===== src/rtl/wbq_pkg.sv =====
// Shared types and sizes for the per-FU writeback queue.
// Latency: n/a (declarations only).
// Backpressure: n/a.
package wbq_pkg;

    localparam int XLEN         = 32;
    localparam int RS_TAG_WIDTH = 4;
    localparam int NUM_FUS      = 5;
    localparam int DEPTH        = 4;   // power of 2, >= 2

    localparam int FU_ID_W = $clog2(NUM_FUS);
    localparam int PTR_W   = $clog2(DEPTH);
    localparam int CNT_W   = $clog2(DEPTH + 1);
    localparam int OCC_W   = $clog2(NUM_FUS * DEPTH + 1);

    typedef struct packed {
        logic [XLEN-1:0]         result;
        logic [RS_TAG_WIDTH-1:0] tag;
    } wb_entry_t;

    // Round-robin successor of an FU index, wrapping after the last FU.
    function automatic logic [FU_ID_W-1:0] next_fu_id(input logic [FU_ID_W-1:0] id);
        return (id == FU_ID_W'(NUM_FUS - 1)) ? '0 : id + FU_ID_W'(1);
    endfunction

endpackage


===== src/rtl/fu_writeback_queue_if.sv =====
// FU producer ports plus the CDB-facing valid/ready port of the writeback queue.
// Latency: n/a (wiring only).
// Backpressure: fu_ready per FU toward producers, wb_ready from the CDB.
// Modports: master = FU/CDB side (drives requests and wb_ready),
//           slave  = the queue (drives fu_ready, wb_* and occupancy).
interface fu_writeback_queue_if;
    import wbq_pkg::*;

    logic [NUM_FUS-1:0]                   fu_valid;
    logic [NUM_FUS-1:0][XLEN-1:0]         fu_result;
    logic [NUM_FUS-1:0][RS_TAG_WIDTH-1:0] fu_tag;
    logic [NUM_FUS-1:0]                   fu_ready;

    logic                                 wb_valid;
    logic [XLEN-1:0]                      wb_result;
    logic [RS_TAG_WIDTH-1:0]              wb_tag;
    logic [FU_ID_W-1:0]                   wb_fu_id;
    logic                                 wb_ready;

    logic [OCC_W-1:0]                     occupancy;

    modport master (
        output fu_valid, fu_result, fu_tag, wb_ready,
        input  fu_ready, wb_valid, wb_result, wb_tag, wb_fu_id, occupancy
    );

    modport slave (
        input  fu_valid, fu_result, fu_tag, wb_ready,
        output fu_ready, wb_valid, wb_result, wb_tag, wb_fu_id, occupancy
    );

endinterface


===== src/rtl/wbq_fifo.sv =====
// Single-FU result FIFO with synchronous rst and flush (flush outranks push/pop).
// Latency: a push is visible at dout/count the cycle after its edge.
// Backpressure: full from registered count; push while full and pop while empty are ignored.
// Ports: clk, rst, flush, push, pop, din -> dout (head), count, full, empty.
module wbq_fifo import wbq_pkg::*; (
    input  logic             clk,
    input  logic             rst,
    input  logic             flush,
    input  logic             push,
    input  logic             pop,
    input  wb_entry_t        din,
    output wb_entry_t        dout,
    output logic [CNT_W-1:0] count,
    output logic             full,
    output logic             empty
);

    wb_entry_t        mem [DEPTH];
    logic [PTR_W-1:0] wr_ptr;
    logic [PTR_W-1:0] rd_ptr;
    logic             do_push;
    logic             do_pop;

    assign full    = (count == CNT_W'(DEPTH));
    assign empty   = (count == '0);
    assign do_push = push && !full;
    assign do_pop  = pop && !empty;
    assign dout    = mem[rd_ptr];

    // Pointers wrap naturally since DEPTH is a power of two.
    always_ff @(posedge clk) begin
        if (rst || flush) begin
            wr_ptr <= '0;
            rd_ptr <= '0;
            count  <= '0;
        end else begin
            if (do_push) wr_ptr <= wr_ptr + PTR_W'(1);
            if (do_pop)  rd_ptr <= rd_ptr + PTR_W'(1);
            case ({do_push, do_pop})
                2'b10:   count <= count + CNT_W'(1);
                2'b01:   count <= count - CNT_W'(1);
                default: count <= count;
            endcase
        end
    end

    // Storage needs no reset: an entry is only read once count says it was written.
    always_ff @(posedge clk) begin
        if (do_push && !rst && !flush) mem[wr_ptr] <= din;
    end

endmodule


===== src/rtl/fu_writeback_queue.sv =====
// Per-FU result FIFOs arbitrated onto the CDB through one valid/ready port.
// Latency: push at edge N is presentable in cycle N+1; output is combinational from FIFO heads.
// Backpressure: an FU stalls only when its own FIFO is full; a stalled grant stays locked.
// Ports: clk, rst (sync, active-high), flush, bus (fu_writeback_queue_if.slave).
// Build option: define WBQ_ROUND_ROBIN_EN for round-robin grant; otherwise lowest FU index wins.
module fu_writeback_queue import wbq_pkg::*; (
    input  logic                clk,
    input  logic                rst,
    input  logic                flush,
    fu_writeback_queue_if.slave bus
);

    wb_entry_t          head     [NUM_FUS];
    logic [CNT_W-1:0]   fifo_cnt [NUM_FUS];
    logic [NUM_FUS-1:0] fifo_full;
    logic [NUM_FUS-1:0] fifo_empty;
    logic [NUM_FUS-1:0] fifo_push;
    logic [NUM_FUS-1:0] fifo_pop;

    logic               any_vld;
    logic               handshake;
    logic [FU_ID_W-1:0] arb_id;
    logic [FU_ID_W-1:0] grant_id;
    logic               lock_vld;
    logic [FU_ID_W-1:0] lock_id;
    logic [OCC_W-1:0]   occ_sum;

    // fu_ready comes straight from registered count, so a same-cycle pop
    // never opens a slot combinationally.
    assign bus.fu_ready = ~fifo_full;
    assign fifo_push    = bus.fu_valid & ~fifo_full;

    for (genvar g = 0; g < NUM_FUS; g++) begin : g_fifo
        wb_entry_t din_g;
        assign din_g = '{result: bus.fu_result[g], tag: bus.fu_tag[g]};

        wbq_fifo u_fifo (
            .clk   (clk),
            .rst   (rst),
            .flush (flush),
            .push  (fifo_push[g]),
            .pop   (fifo_pop[g]),
            .din   (din_g),
            .dout  (head[g]),
            .count (fifo_cnt[g]),
            .full  (fifo_full[g]),
            .empty (fifo_empty[g])
        );
    end

    assign any_vld   = |(~fifo_empty);
    assign handshake = any_vld && bus.wb_ready;

`ifdef WBQ_ROUND_ROBIN_EN
    logic [FU_ID_W-1:0] rr_ptr;

    // Walk from the farthest candidate back to rr_ptr so the closest
    // non-empty FIFO at or after rr_ptr is the last (winning) assignment.
    always_comb begin
        int                 idx;
        logic [FU_ID_W-1:0] cand;
        arb_id = '0;
        idx    = 0;
        cand   = '0;
        for (int k = NUM_FUS - 1; k >= 0; k--) begin
            idx = int'(rr_ptr) + k;
            if (idx >= NUM_FUS) idx = idx - NUM_FUS;
            cand = FU_ID_W'(idx);
            if (!fifo_empty[cand]) arb_id = cand;
        end
    end

    // A flushed handshake never happened, so the pointer only moves on a real pop.
    always_ff @(posedge clk) begin
        if (rst) begin
            rr_ptr <= '0;
        end else if (handshake && !flush) begin
            rr_ptr <= next_fu_id(grant_id);
        end
    end
`else
    // Fixed priority: descending scan leaves the lowest non-empty index.
    always_comb begin
        arb_id = '0;
        for (int i = NUM_FUS - 1; i >= 0; i--) begin
            if (!fifo_empty[FU_ID_W'(i)]) arb_id = FU_ID_W'(i);
        end
    end
`endif

    // A stalled presentation keeps its FIFO; the locked FIFO cannot drain
    // while locked, so lock_id always points at a non-empty FIFO.
    assign grant_id = lock_vld ? lock_id : arb_id;

    always_ff @(posedge clk) begin
        if (rst || flush) begin
            lock_vld <= 1'b0;
            lock_id  <= '0;
        end else begin
            lock_vld <= any_vld && !bus.wb_ready;
            lock_id  <= grant_id;
        end
    end

    always_comb begin
        fifo_pop = '0;
        for (int i = 0; i < NUM_FUS; i++) begin
            fifo_pop[i] = handshake && (grant_id == FU_ID_W'(i));
        end
    end

    assign bus.wb_valid  = any_vld;
    assign bus.wb_fu_id  = any_vld ? grant_id : '0;
    assign bus.wb_result = any_vld ? head[grant_id].result : '0;
    assign bus.wb_tag    = any_vld ? head[grant_id].tag : '0;

    // Sum of the registered counts, so it moves with the same edge's pushes and pops.
    always_comb begin
        occ_sum = '0;
        for (int i = 0; i < NUM_FUS; i++) begin
            occ_sum = occ_sum + OCC_W'(fifo_cnt[i]);
        end
    end

    assign bus.occupancy = occ_sum;

endmodule


===== src/flat_wrapper.sv =====
// flat-port wrapper written by rule: the top's interface ports become plain ports
module fu_writeback_queue_flat import wbq_pkg::*;
  (clk, rst, flush, bus_fu_valid, bus_fu_result, bus_fu_tag, bus_wb_ready, bus_fu_ready, bus_wb_valid, bus_wb_result, bus_wb_tag, bus_wb_fu_id, bus_occupancy);
  fu_writeback_queue_if bus_i ();
  input  logic clk;
  input  logic rst;
  input  logic flush;
  input wire logic [$bits(bus_i.fu_valid)-1:0] bus_fu_valid;
  input wire logic [$bits(bus_i.fu_result)-1:0] bus_fu_result;
  input wire logic [$bits(bus_i.fu_tag)-1:0] bus_fu_tag;
  input wire logic [$bits(bus_i.wb_ready)-1:0] bus_wb_ready;
  output wire logic [$bits(bus_i.fu_ready)-1:0] bus_fu_ready;
  output wire logic [$bits(bus_i.wb_valid)-1:0] bus_wb_valid;
  output wire logic [$bits(bus_i.wb_result)-1:0] bus_wb_result;
  output wire logic [$bits(bus_i.wb_tag)-1:0] bus_wb_tag;
  output wire logic [$bits(bus_i.wb_fu_id)-1:0] bus_wb_fu_id;
  output wire logic [$bits(bus_i.occupancy)-1:0] bus_occupancy;
  assign bus_i.fu_valid = bus_fu_valid;
  assign bus_i.fu_result = bus_fu_result;
  assign bus_i.fu_tag = bus_fu_tag;
  assign bus_i.wb_ready = bus_wb_ready;
  assign bus_fu_ready = bus_i.fu_ready;
  assign bus_wb_valid = bus_i.wb_valid;
  assign bus_wb_result = bus_i.wb_result;
  assign bus_wb_tag = bus_i.wb_tag;
  assign bus_wb_fu_id = bus_i.wb_fu_id;
  assign bus_occupancy = bus_i.occupancy;
  fu_writeback_queue u_core (.clk(clk), .rst(rst), .flush(flush), .bus(bus_i));
endmodule

===== config.mk =====
export PLATFORM = sky130hd
export DESIGN_NAME = fu_writeback_queue_flat
export DESIGN_NICKNAME = d
export VERILOG_FILES = /design/src/rtl/wbq_pkg.sv /design/src/rtl/fu_writeback_queue_if.sv /design/src/rtl/wbq_fifo.sv /design/src/rtl/fu_writeback_queue.sv /design/src/flat_wrapper.sv
export SDC_FILE = /design/constraint.sdc
export NUM_CORES = 1
export LEC_CHECK = 0
export CORE_UTILIZATION = 30
export CTS_CLUSTER_SIZE = 40
export DETAILED_ROUTE_END_ITERATION = 6
export GPL_TIMING_DRIVEN = 0
export SYNTH_ARGS = -nofsm -noshare
export SYNTH_HDL_FRONTEND = slang
export SYNTH_HIERARCHICAL = 1
export SYNTH_SLANG_ARGS = --single-unit

===== constraint.sdc =====
create_clock -name clk -period 4.03 [get_ports clk]
set_input_delay 1.0075 -clock clk [delete_from_list [all_inputs] [get_ports clk]]
set_output_delay 1.0075 -clock clk [all_outputs]
set_load 0.01 [all_outputs]

==> metrics.csv <==
metric,value,unit
status,"finished, violations left",
violations_in_the_final_reports,negative setup slack,
slew_margin_rel,57.6,%
place.detailed.hpwl,61.1,mm
floorplan.die.height,322,microns
cts_buffer_depth,3,
critical_path_peak_fanout,3,
reg2reg_from,u_core/g_fifo[1].u_fifo/count[0],
die_footprint,103000,sq um
grt_overflow,0,
final_area,39700,sq um
peakVddDrop,0.329,mV
comb_power_share,10.0,%
setup_tns,-1.72,ns
grt_setup_unrepaired,yes,
netlist_instances,1491,
cts_root_buffer,sky130_fd_sc_hd__clkbuf_16,
tritoncts_clock_tree,built,
detail_route.first_pass.iterations,5,
netlist.area_leader.share,70.5,%
grt_start_max_net_pins,33,
power_frac_seq,49.4,%
postSynth.asyncResetShare,0,%
synth_largest_area_cell,sky130_fd_sc_hd__edfxtp_1,
routed_wirelength,85.5,mm
cts_max_level,3,
critPathMaxStageDelay,0.58,ns
share_of_the_yosys_chip_area_belonging_to_registers,73.7,%
timing.critical_path.arrival,3.46,ns
startpoint_kind_of_the_worst_setup_timing_path,register,
vias_in_the_first_global_route,16728,
tritoncts.num_buffers,78,
postLayoutSetupSlackWorst,-0.435,ns
crit_type,reg -> out,
fin_crit,4.46,ns
critical_path_required,3.02,ns
switching_power,0.00393,W
switching_portion_of_total_power,22.0,%
holdCritPathClass,reg -> reg,
io_pins,239,
layout-area-overhead-vs-synth,29.4,%
cap_violations,0,
crit_path_top_delay_cell,sky130_fd_sc_hd__fa_2,
routed_via_density,4.92,
hold_ws,0.487,ns
number_of_unique_standard_cell_types_used_by_synthesis,56,
worst_slew_pin_slew,0.636,ns
initial_utilization,30.4,%
avgSynthCellArea,20.6,sq um
pwr-share-clk,40.6,%
grt.total_usage,16.5,%
detail_route.wl_per_cell,25.9,microns
numClockSinks,769,
clock_insertion_delay_worst_skew,0.63,ns
yosys_register_bits,769,
ys_top_cells_by_area,"sky130_fd_sc_hd__edfxtp_1 71%, sky130_fd_sc_hd__mux4_2 13%, sky130_fd_sc_hd__dfxtp_1 3.2%",
slew_viol_final,0,
first_iter_violations,1515,
num_vias,16241,
synthesis.area,30700,sq um
top_ff_cell_synth,sky130_fd_sc_hd__edfxtp_1,
synth_edf_count,720,
place_area,35200,sq um
skew,0.0252,ns
crit_path_cell_trace,"fa_1, fa_1, inv_1, fa_1, inv_2, ha_4, inv_2, fa_2, inv_2, buf_6",
fp-row-count,116,
dpl_worst_slack,-0.512,ns
clk_transition_reported_paths,0.06,ns
timing.hold.worst.start,u_core/g_fifo[3].u_fifo/rd_ptr[1],
number_of_i_o_port_buffers,238,
synth_nets,1724,
internal-power,0.0140,W
drc_errors,0,
peak_clock_frequency_supported_by_timing,224,MHz
layout-drive-gt1-share,34.0,%
timing.final.hold_violations,0,
antenna_found_initial,41,
yosysMostFrequentCell,sky130_fd_sc_hd__edfxtp_1,
fp.dieW,322,microns
wire_length_of_the_first_global_routing_pass,120,mm
worst_setup_path_startpoint,u_core/g_fifo[3].u_fifo/count[1],
fillCellCount,9010,
power_density,451,nW/um^2
synthesis.yosys.warnings,6,
cts_hold_repair.buffers,0,
crit_path_end_kind,primary output,
coreArea,101000,sq um
globalplace.congestion,0.771,
min_period_over_period,111,%
final_net_count,2109,
synth_common_cells,"720 x sky130_fd_sc_hd__edfxtp_1, 180 x sky130_fd_sc_hd__mux4_2, 57 x sky130_fd_sc_hd__mux2i_1",
p_total,0.0179,W
setup-violations-final,13,
p_leak,12.6,nW
drtAntennaViolNets,0,
==> layer usage <==
| metal | vias to the layer above | routed length (microns) | GRT usage (%) |
|---|---|---|---|
| li1 | 6933 | - | - |
| met1 | 8593 | 34300 | 20.9 |
| met2 | 521 | 41800 | 27.0 |
| met3 | 144 | 7720 | 6.12 |
| met4 | 50 | 1410 | 3.45 |
| met5 | - | 286 | 0 |
==> cells by family (layout without fill, tap and decap cells) <==
group	Yosys count	in the layout	synth area share [%]
flip-flops	769	769	73.7
multiplexers	238	238	15.1
AND/OR/NAND/NOR	167	167	3.15
AO/OA/AOI/OAI	138	138	3.35
buffers and inverters	123	572	2.21
adder cells (fa/ha/maj)	44	44	2.11
XOR/XNOR	12	12	0.343
other	0	4	0
==> power groups by stage <==
stage          Combinational [W]  Sequential (W)  Clock [W]
2_1_floorplan           0.000505         0.00901          0
3_3_place_gp             0.00124         0.00901          0
3_5_place_dp             0.00128         0.00901          0
4_1_cts                  0.00174         0.00884    0.00743
5_1_grt                  0.00187         0.00884    0.00771
6_report                 0.00179         0.00884    0.00726
==> critical path, delay by kind of cell (launching register included) <==
kind / cells / cell delay [ns]
buffers and inverters: 5 / 0.33
flip-flops: 1 / 0.35
adder cells (fa/ha/maj): 5 / 2.14
==> cells in the final DEF, fill, tap and decap left out, types with 11 or more instances in the layout <==
master,instances
sky130_fd_sc_hd__fa_1,11
sky130_fd_sc_hd__buf_6,35
sky130_fd_sc_hd__nand2_1,34
sky130_fd_sc_hd__mux2i_4,41
sky130_fd_sc_hd__a211oi_1,14
sky130_fd_sc_hd__and2_1,15
sky130_fd_sc_hd__dfxtp_1,32
sky130_fd_sc_hd__nor2_1,26
sky130_fd_sc_hd__ha_1,30
sky130_fd_sc_hd__dfxtp_2,11
sky130_fd_sc_hd__buf_8,11
sky130_fd_sc_hd__edfxtp_1,720
sky130_fd_sc_hd__o221ai_4,13
sky130_fd_sc_hd__a21oi_1,20
sky130_fd_sc_hd__buf_2,41
sky130_fd_sc_hd__clkinv_1,22
sky130_fd_sc_hd__buf_12,34
sky130_fd_sc_hd__mux4_2,180
sky130_fd_sc_hd__clkbuf_16,81
sky130_fd_sc_hd__and3_2,20
sky130_fd_sc_hd__a21bo_2,15
sky130_fd_sc_hd__clkdlybuf4s50_1,197
sky130_fd_sc_hd__mux2i_2,13
sky130_fd_sc_hd__inv_1,45
sky130_fd_sc_hd__buf_4,44
sky130_fd_sc_hd__clkbuf_1,17
sky130_fd_sc_hd__o21ai_0,20
==> flip-flops by register name, summed over array words and instances, names as in the netlist, named ones only <==
name,cells
u_core/g_fifo.u_fifo/count,15
u_core/lock_vld,1
u_core/g_fifo.u_fifo/rd_ptr,10
u_core/g_fifo.u_fifo/wr_ptr,10
u_core/lock_id,3
u_core/g_fifo.u_fifo/mem,720
==> metrics by stage <==
step / util, % / cells
finish: 39.4 / 3301
CTS: 39.2 / 3286
floorplan: - / 1491
global placement: 34.5 / 3086
global route: 39.4 / 3299
detailed placement: 34.9 / 3106
==> final cells by class <==
class	instances	area (sq um)	area share (%)
Multi-Input combinational cell	599	8650	21.8
Clock inverter	48	495	1.25
Sequential cell	769	22600	57.0
Clock buffer	96	2060	5.19
Antenna cell	4	10.0	0.0252
Inverter	49	184	0.463
Buffer	67	658	1.66
Tap cell	1357	1700	4.28
Timing Repair Buffer	312	3300	8.31
==> path summary, 6_finish.rpt <==
kind,slack (ns),to,cells after the start
setup / recovery,-0.43,bus_occupancy[2],10
hold / removal,0.49,register,2
setup reg to reg,0.43,u_core/g_fifo[0].u_fifo/count[2],17
hold reg to reg,0.49,register,2
==> what timing repair did <==
item | 4_1_cts | 5_1_grt
pin swaps | 51 | 29
endpoints found under the setup margin | 41 | 37
gates cloned | 1 | 0
buffers inserted | 41 | 15
gates resized for setup | 434 | 55
Note: power is estimated with default switching activity, not from simulation.
